<file path="src/rtl/execute_stage.sv">
`default_nettype none
// ============================================================================
// execute_stage : MIPS R2000 EX stage - ALU, iterative mult/div with HI/LO,
//                 EX/MEM pipeline register and HI/LO hazard stall.
// Revision      : 1.0
// ============================================================================
module execute_stage (
  input  logic        clk,
  input  logic        rst,
  input  logic [3:0]  ex_i,
  input  logic [2:0]  m_i,
  input  logic [1:0]  wb_i,
  input  logic [31:0] data_1_i,
  input  logic [31:0] data_2_i,
  input  logic [31:0] imm_i,
  input  logic [4:0]  rt_i,
  input  logic [4:0]  rd_i,
  output logic [31:0] alu_result_o,
  output logic [31:0] write_data_mem_o,
  output logic [4:0]  write_register_o,
  output logic        zero_o,
  output logic [2:0]  m_out_o,
  output logic [1:0]  wb_out_o,
  output logic        busy_o,
  output logic        stall_o
);

  localparam logic [5:0] c_FN_SLL  = 6'h00;
  localparam logic [5:0] c_FN_SRL  = 6'h02;
  localparam logic [5:0] c_FN_SRA  = 6'h03;
  localparam logic [5:0] c_FN_MFHI = 6'h10;
  localparam logic [5:0] c_FN_MTHI = 6'h11;
  localparam logic [5:0] c_FN_MFLO = 6'h12;
  localparam logic [5:0] c_FN_MTLO = 6'h13;
  localparam logic [5:0] c_FN_ADD  = 6'h20;
  localparam logic [5:0] c_FN_ADDU = 6'h21;
  localparam logic [5:0] c_FN_SUB  = 6'h22;
  localparam logic [5:0] c_FN_SUBU = 6'h23;
  localparam logic [5:0] c_FN_AND  = 6'h24;
  localparam logic [5:0] c_FN_OR   = 6'h25;
  localparam logic [5:0] c_FN_XOR  = 6'h26;
  localparam logic [5:0] c_FN_NOR  = 6'h27;
  localparam logic [5:0] c_FN_SLT  = 6'h2A;
  localparam logic [5:0] c_FN_SLTU = 6'h2B;

  typedef enum logic [1:0] {
    S_IDLE = 2'd0,
    S_MUL  = 2'd1,
    S_DIV  = 2'd2
  } state_e;

  // Decode
  logic        w_reg_dst, w_alu_src, w_rtype;
  logic [1:0]  w_alu_op;
  logic [5:0]  w_funct;
  logic [4:0]  w_shamt;
  logic [31:0] w_op_b;
  logic        w_is_muldiv, w_is_mthi, w_is_mtlo, w_hilo_op, w_wb_kill, w_signed_op;
  logic [31:0] w_abs_a, w_abs_b;

  assign w_reg_dst   = ex_i[3];
  assign w_alu_op    = ex_i[2:1];
  assign w_alu_src   = ex_i[0];
  assign w_funct     = imm_i[5:0];
  assign w_shamt     = imm_i[10:6];
  assign w_op_b      = w_alu_src ? imm_i : data_2_i;
  assign w_rtype     = (w_alu_op == 2'b10);
  // 0x18..0x1B share funct[5:2] = 0110, 0x10..0x13 share 0100
  assign w_is_muldiv = w_rtype & (w_funct[5:2] == 4'b0110);
  assign w_is_mthi   = w_rtype & (w_funct == c_FN_MTHI);
  assign w_is_mtlo   = w_rtype & (w_funct == c_FN_MTLO);
  assign w_hilo_op   = w_is_muldiv | (w_rtype & (w_funct[5:2] == 4'b0100));
  assign w_wb_kill   = w_is_muldiv | w_is_mthi | w_is_mtlo;
  assign w_signed_op = ~w_funct[0];
  assign w_abs_a     = (w_signed_op & data_1_i[31]) ? -data_1_i : data_1_i;
  assign w_abs_b     = (w_signed_op & data_2_i[31]) ? -data_2_i : data_2_i;

  // Multiply/divide state
  state_e      state_q;
  logic [4:0]  cnt_q;
  logic [31:0] opa_q;
  logic [63:0] work_q;
  logic        neg_res_q, neg_rem_q, div0_q;
  logic [31:0] hi_q, lo_q;

  assign busy_o  = (state_q != S_IDLE);
  assign stall_o = busy_o & w_hilo_op;

  // ALU
  logic [31:0] alu_result_d;
  always_comb begin
    alu_result_d = 32'd0;
    case (w_alu_op)
      2'b01: alu_result_d = data_1_i - w_op_b;
      2'b10: begin
        case (w_funct)
          c_FN_ADD, c_FN_ADDU: alu_result_d = data_1_i + w_op_b;
          c_FN_SUB, c_FN_SUBU: alu_result_d = data_1_i - w_op_b;
          c_FN_AND:  alu_result_d = data_1_i & w_op_b;
          c_FN_OR:   alu_result_d = data_1_i | w_op_b;
          c_FN_XOR:  alu_result_d = data_1_i ^ w_op_b;
          c_FN_NOR:  alu_result_d = ~(data_1_i | w_op_b);
          c_FN_SLT:  alu_result_d = {31'd0, $signed(data_1_i) < $signed(w_op_b)};
          c_FN_SLTU: alu_result_d = {31'd0, data_1_i < w_op_b};
          c_FN_SLL:  alu_result_d = data_2_i << w_shamt;
          c_FN_SRL:  alu_result_d = data_2_i >> w_shamt;
          c_FN_SRA:  alu_result_d = $unsigned($signed(data_2_i) >>> w_shamt);
          c_FN_MFHI: alu_result_d = hi_q;
          c_FN_MFLO: alu_result_d = lo_q;
          default:   alu_result_d = 32'd0;
        endcase
      end
      default: alu_result_d = data_1_i + w_op_b;
    endcase
  end

  // One iteration of shift-add multiply / restoring divide; work_q holds
  // {partial product, multiplier} or {remainder, dividend/quotient}.
  logic [32:0] w_mul_sum, w_div_shift, w_div_diff;
  logic [63:0] w_mul_next, w_div_next, w_prod_fixed;
  logic        w_div_ge;
  logic [31:0] w_quo_fixed, w_rem_fixed;

  assign w_mul_sum    = {1'b0, work_q[63:32]} + (work_q[0] ? {1'b0, opa_q} : 33'd0);
  assign w_mul_next   = {w_mul_sum, work_q[31:1]};
  assign w_div_shift  = work_q[63:31];
  assign w_div_diff   = w_div_shift - {1'b0, opa_q};
  assign w_div_ge     = ~w_div_diff[32];
  assign w_div_next   = {(w_div_ge ? w_div_diff[31:0] : w_div_shift[31:0]), work_q[30:0], w_div_ge};
  assign w_prod_fixed = neg_res_q ? -w_mul_next : w_mul_next;
  // Dividing by zero leaves the dividend in the remainder, so only LO needs forcing
  assign w_quo_fixed  = div0_q ? 32'hFFFF_FFFF : (neg_res_q ? -w_div_next[31:0] : w_div_next[31:0]);
  assign w_rem_fixed  = neg_rem_q ? -w_div_next[63:32] : w_div_next[63:32];

  always_ff @(posedge clk) begin
    if (rst) begin
      state_q   <= S_IDLE;
      cnt_q     <= 5'd0;
      opa_q     <= 32'd0;
      work_q    <= 64'd0;
      neg_res_q <= 1'b0;
      neg_rem_q <= 1'b0;
      div0_q    <= 1'b0;
      hi_q      <= 32'd0;
      lo_q      <= 32'd0;
    end else begin
      case (state_q)
        S_IDLE: begin
          if (w_is_muldiv) begin
            state_q   <= w_funct[1] ? S_DIV : S_MUL;
            cnt_q     <= 5'd0;
            neg_res_q <= w_signed_op & (data_1_i[31] ^ data_2_i[31]);
            neg_rem_q <= w_signed_op & data_1_i[31];
            div0_q    <= (data_2_i == 32'd0);
            if (w_funct[1]) begin
              opa_q  <= w_abs_b;
              work_q <= {32'd0, w_abs_a};
            end else begin
              opa_q  <= w_abs_a;
              work_q <= {32'd0, w_abs_b};
            end
          end else if (w_is_mthi) begin
            hi_q <= data_1_i;
          end else if (w_is_mtlo) begin
            lo_q <= data_1_i;
          end
        end
        S_MUL: begin
          work_q <= w_mul_next;
          cnt_q  <= cnt_q + 5'd1;
          if (cnt_q == 5'd31) begin
            hi_q    <= w_prod_fixed[63:32];
            lo_q    <= w_prod_fixed[31:0];
            state_q <= S_IDLE;
          end
        end
        S_DIV: begin
          work_q <= w_div_next;
          cnt_q  <= cnt_q + 5'd1;
          if (cnt_q == 5'd31) begin
            hi_q    <= w_rem_fixed;
            lo_q    <= w_quo_fixed;
            state_q <= S_IDLE;
          end
        end
        default: state_q <= S_IDLE;
      endcase
    end
  end

  // EX/MEM pipeline register
  logic [31:0] alu_result_q, write_data_mem_q;
  logic [4:0]  write_register_q;
  logic        zero_q;
  logic [2:0]  m_out_q;
  logic [1:0]  wb_out_q;

  always_ff @(posedge clk) begin
    if (rst) begin
      alu_result_q     <= 32'd0;
      write_data_mem_q <= 32'd0;
      write_register_q <= 5'd0;
      zero_q           <= 1'b0;
      m_out_q          <= 3'd0;
      wb_out_q         <= 2'd0;
    end else begin
      alu_result_q     <= alu_result_d;
      write_data_mem_q <= data_2_i;
      write_register_q <= w_reg_dst ? rd_i : rt_i;
      zero_q           <= (alu_result_d == 32'd0);
      m_out_q          <= stall_o ? 3'd0 : m_i;
      wb_out_q         <= (stall_o | w_wb_kill) ? 2'd0 : wb_i;
    end
  end

  assign alu_result_o     = alu_result_q;
  assign write_data_mem_o = write_data_mem_q;
  assign write_register_o = write_register_q;
  assign zero_o           = zero_q;
  assign m_out_o          = m_out_q;
  assign wb_out_o         = wb_out_q;

endmodule
`default_nettype wire

</file>
<file path="config.mk">
export PLATFORM = sky130hd
export DESIGN_NAME = execute_stage
export DESIGN_NICKNAME = d
export VERILOG_FILES = /design/src/rtl/execute_stage.sv
export SDC_FILE = /design/constraint.sdc
export NUM_CORES = 2
export LEC_CHECK = 0
export CORE_AREA = 8 8 284 286
export DETAILED_ROUTE_END_ITERATION = 6
export DIE_AREA = 0 0 292 294
export DONT_BUFFER_PORTS = 1
export PLACE_DENSITY = 0.57
export SYNTH_ARGS = -nofsm -noshare
export SYNTH_HDL_FRONTEND = slang
export SYNTH_SLANG_ARGS = --single-unit
</file>
<file path="constraint.sdc">
create_clock -name clk -period 8.5 [get_ports clk]
set_input_delay 1.7 -clock clk [delete_from_list [all_inputs] [get_ports clk]]
set_output_delay 1.7 -clock clk [all_outputs]
set_load 0.01 [all_outputs]
</file>
==> out/results.ini <==
[timing]
finalCritPeriodShare_pct = 70.56
finalSetupViolations = 0
skew_ps = 25.57
max_freq_mhz = 166.7
finalSetupTns_ps = 0
hold_viol = 0
setup_slack_ps = 2502
fin_crit_ps = 5998
maxSlewHeadroom_pct = 27.96
rsz0062_at_grt = no
slew_violations = 0
tightest_slew_ps = 1071

[floorplanning]
core.rowCount = 102
die_w_um = 292
dieArea_sq_um = 85850
die_h_um = 294
placeableCoreArea_sq_um = 76450
boundaryPins = 194
start_util_pct = 39.42

[cells_and_area]
syn_to_final_growth_pct = 5.389
drive_above_1_share_pct = 6.848
nFillCells = 7926
nets = 4230
final_common_cell = nor2_1
mostFrequentLayoutCells = 549 x nor2_1, 357 x a21oi_1, 341 x nand2_1

[global_routing]
grt_start_max_net_pins = 226
grt_overflow = 0
antenna_found_initial = 8
grt_pass1_vias = 29502
grt_usage_pct = 30.47
grt_pass1_wl_um = 201700

[critical_path]
required_ps = 8970
worstPathArrival_ps = 6470
setup.worst_path.class = input pin to flop
startpoint_type = input pin
endpoint_kind = flop
crit_path_max_fanout = 35

[drt]
drt-pass1-iter-count = 7
ant_nets = 0
wirelength_um = 139200
via_per_inst = 6.566
vias = 32415
drt_iter0_markers = 4257
drc_errors = 0
routedWlPerCell_um = 28.19

[yosys]
yosys_warnings = 0
synth_cell_types = 105
synth.cell_area_sq_um = 30140
ys_seq_area_share_pct = 16.28
synth_top_area_cell = dfxtp_1
yosys_register_bits = 245
async_flop_share_pct = 0
syn_inst = 4174
synth_area_leaders = dfxtp_1 16%, ha_1 7.9%, nor2_1 6.8%, xnor2_1 6.0%, a21oi_1 5.9%
syn_area_per_cell_sq_um = 7.220
synth_ff_type = dfxtp_1
syn_nets = 4486
synth_edf_count = 0
synth_top_area_share_pct = 16.28

[clock_network]
cts_tree = yes
cts-root-buf = clkbuf_16
clk_latency_ps = 580
post-cts-setup-buffer-count = 0
cts_hold_buf = 0
path_clk_slew_ps = 60
clock_path_buffers = 3
cts_resized = 0
cts.sinks = 245
htreeDepth = 2
cts_buffers = 34

[power]
power_density_nw_per_um2 = 134.5
power.leakage_uw = 0.01227
ir_drop_mv = 0.1027

[placement]
dp_worst_setup_slack_ps = 1969
place.port_buffers = 0
hpwlAfterDp_um = 104400
gp_congestion = 1.016

[min_path]
min_path_type = flop to flop

[outcome]
status = finished clean

[flow_run]
max_cap_violations = 0

-- area by class of cell --
class	instances	area (sq um)	share of cell area, %
clock inverter	21	377.9	1.190
tap	988	1236	3.892
timing repair buffer	55	412.9	1.300
inverter	191	719.4	2.265
multi-input combinational	3391	23180	72.98
antenna	6	15.01	0.04728
sequential	245	4906	15.45
clock buffer	40	914.6	2.880
-- cell usage after synthesis (103+ instances only) --
cell type	n
inv_1	186
mux2i_1	110
dfxtp_1	245
a211oi_1	103
clkbuf_1	262
nand2_1	341
a21oi_1	358
o21ai_0	237
nor2_1	549
nor3_1	135
ha_1	191
xnor2_1	206
-- worst max-delay path, stage by stage --
cell and delay, ps:
mux2i_1 470, ha_1 430, inv_1 230, nand2_1 140, nor4_1 370, nand4_1 410, a2111oi_0 650, o21ai_0 390
a211oi_1 710, o211ai_1 210, nor4_1 340, nand4_1 150, nor3_1 220
-- routing by layer --
metal  vias to the layer above  wire length, um  global-route usage (%)
met1                     15587            59540                   42.07
met3                       247            12710                   4.238
met4                         6             6560                   12.85
met5                         -               51                       0
met2                      1790            60300                   47.30
li1                      14785                -                       -
-- path summary, 6_finish.rpt --
path / slack [ps] / startpoint / cells past startpoint / end
hold reg to reg: 460 / cnt_q[4]$_SDFFE_PP0P_ / 2 / cnt_q[4]$_SDFFE_PP0P_
setup reg to reg: 2840 / opa_q[0]$_SDFFE_PP0P_ / 20 / hi_q[16]$_SDFFE_PP0P_
setup / recovery: 2500 / ex_i[0] / 13 / zero_o$_SDFF_PP0_
hold / removal: 460 / cnt_q[4]$_SDFFE_PP0P_ / 2 / cnt_q[4]$_SDFFE_PP0P_
-- state kept, by name, indices dropped and copies added, names as in the netlist --
register / count
hi_q: 32
neg_res_q: 1
neg_rem_q: 1
alu_result_o: 32
div0_q: 1
work_q: 64
state_q: 2
opa_q: 32
write_data_mem_o: 32
cnt_q: 5
write_register_o: 5
wb_out_o: 2
zero_o: 1
m_out_o: 3
lo_q: 32
-- power by group --
group          switching, uW  internal [uW]  total, uW
clock network            636           1060       1690
registers               41.1           1190       1230
logic                    867            484       1350
total                   1540           2730       4270
-- cell families after synthesis --
group                    after synthesis  share of synthesized area, %
AND/OR/NAND/NOR                     1407                         21.57
AO/OA/AOI/OAI                       1332                         30.01
buffers and inverters                538                         7.021
XOR/XNOR                             265                         7.702
flip-flops                           245                         16.28
adder cells (fa/ha/maj)              196                         8.229
multiplexers                         191                         9.184
-- through the flow --
step                      hold slack, ps  cell area [sq um]  util [%]  instances  power [uW]
after CTS                          458.5              31740     41.53       4931        4260
after detailed placement           445.4              30450     39.83       4870        2558
after global routing               476.2              31740     41.53       4931        4421
after global placement             439.7              30450     39.83       4870        2569
after floorplan                    424.0              30140         -       4174        2240
final                              457.4              31760     41.54       4937        4272
Power figures use the tool's default switching activity.
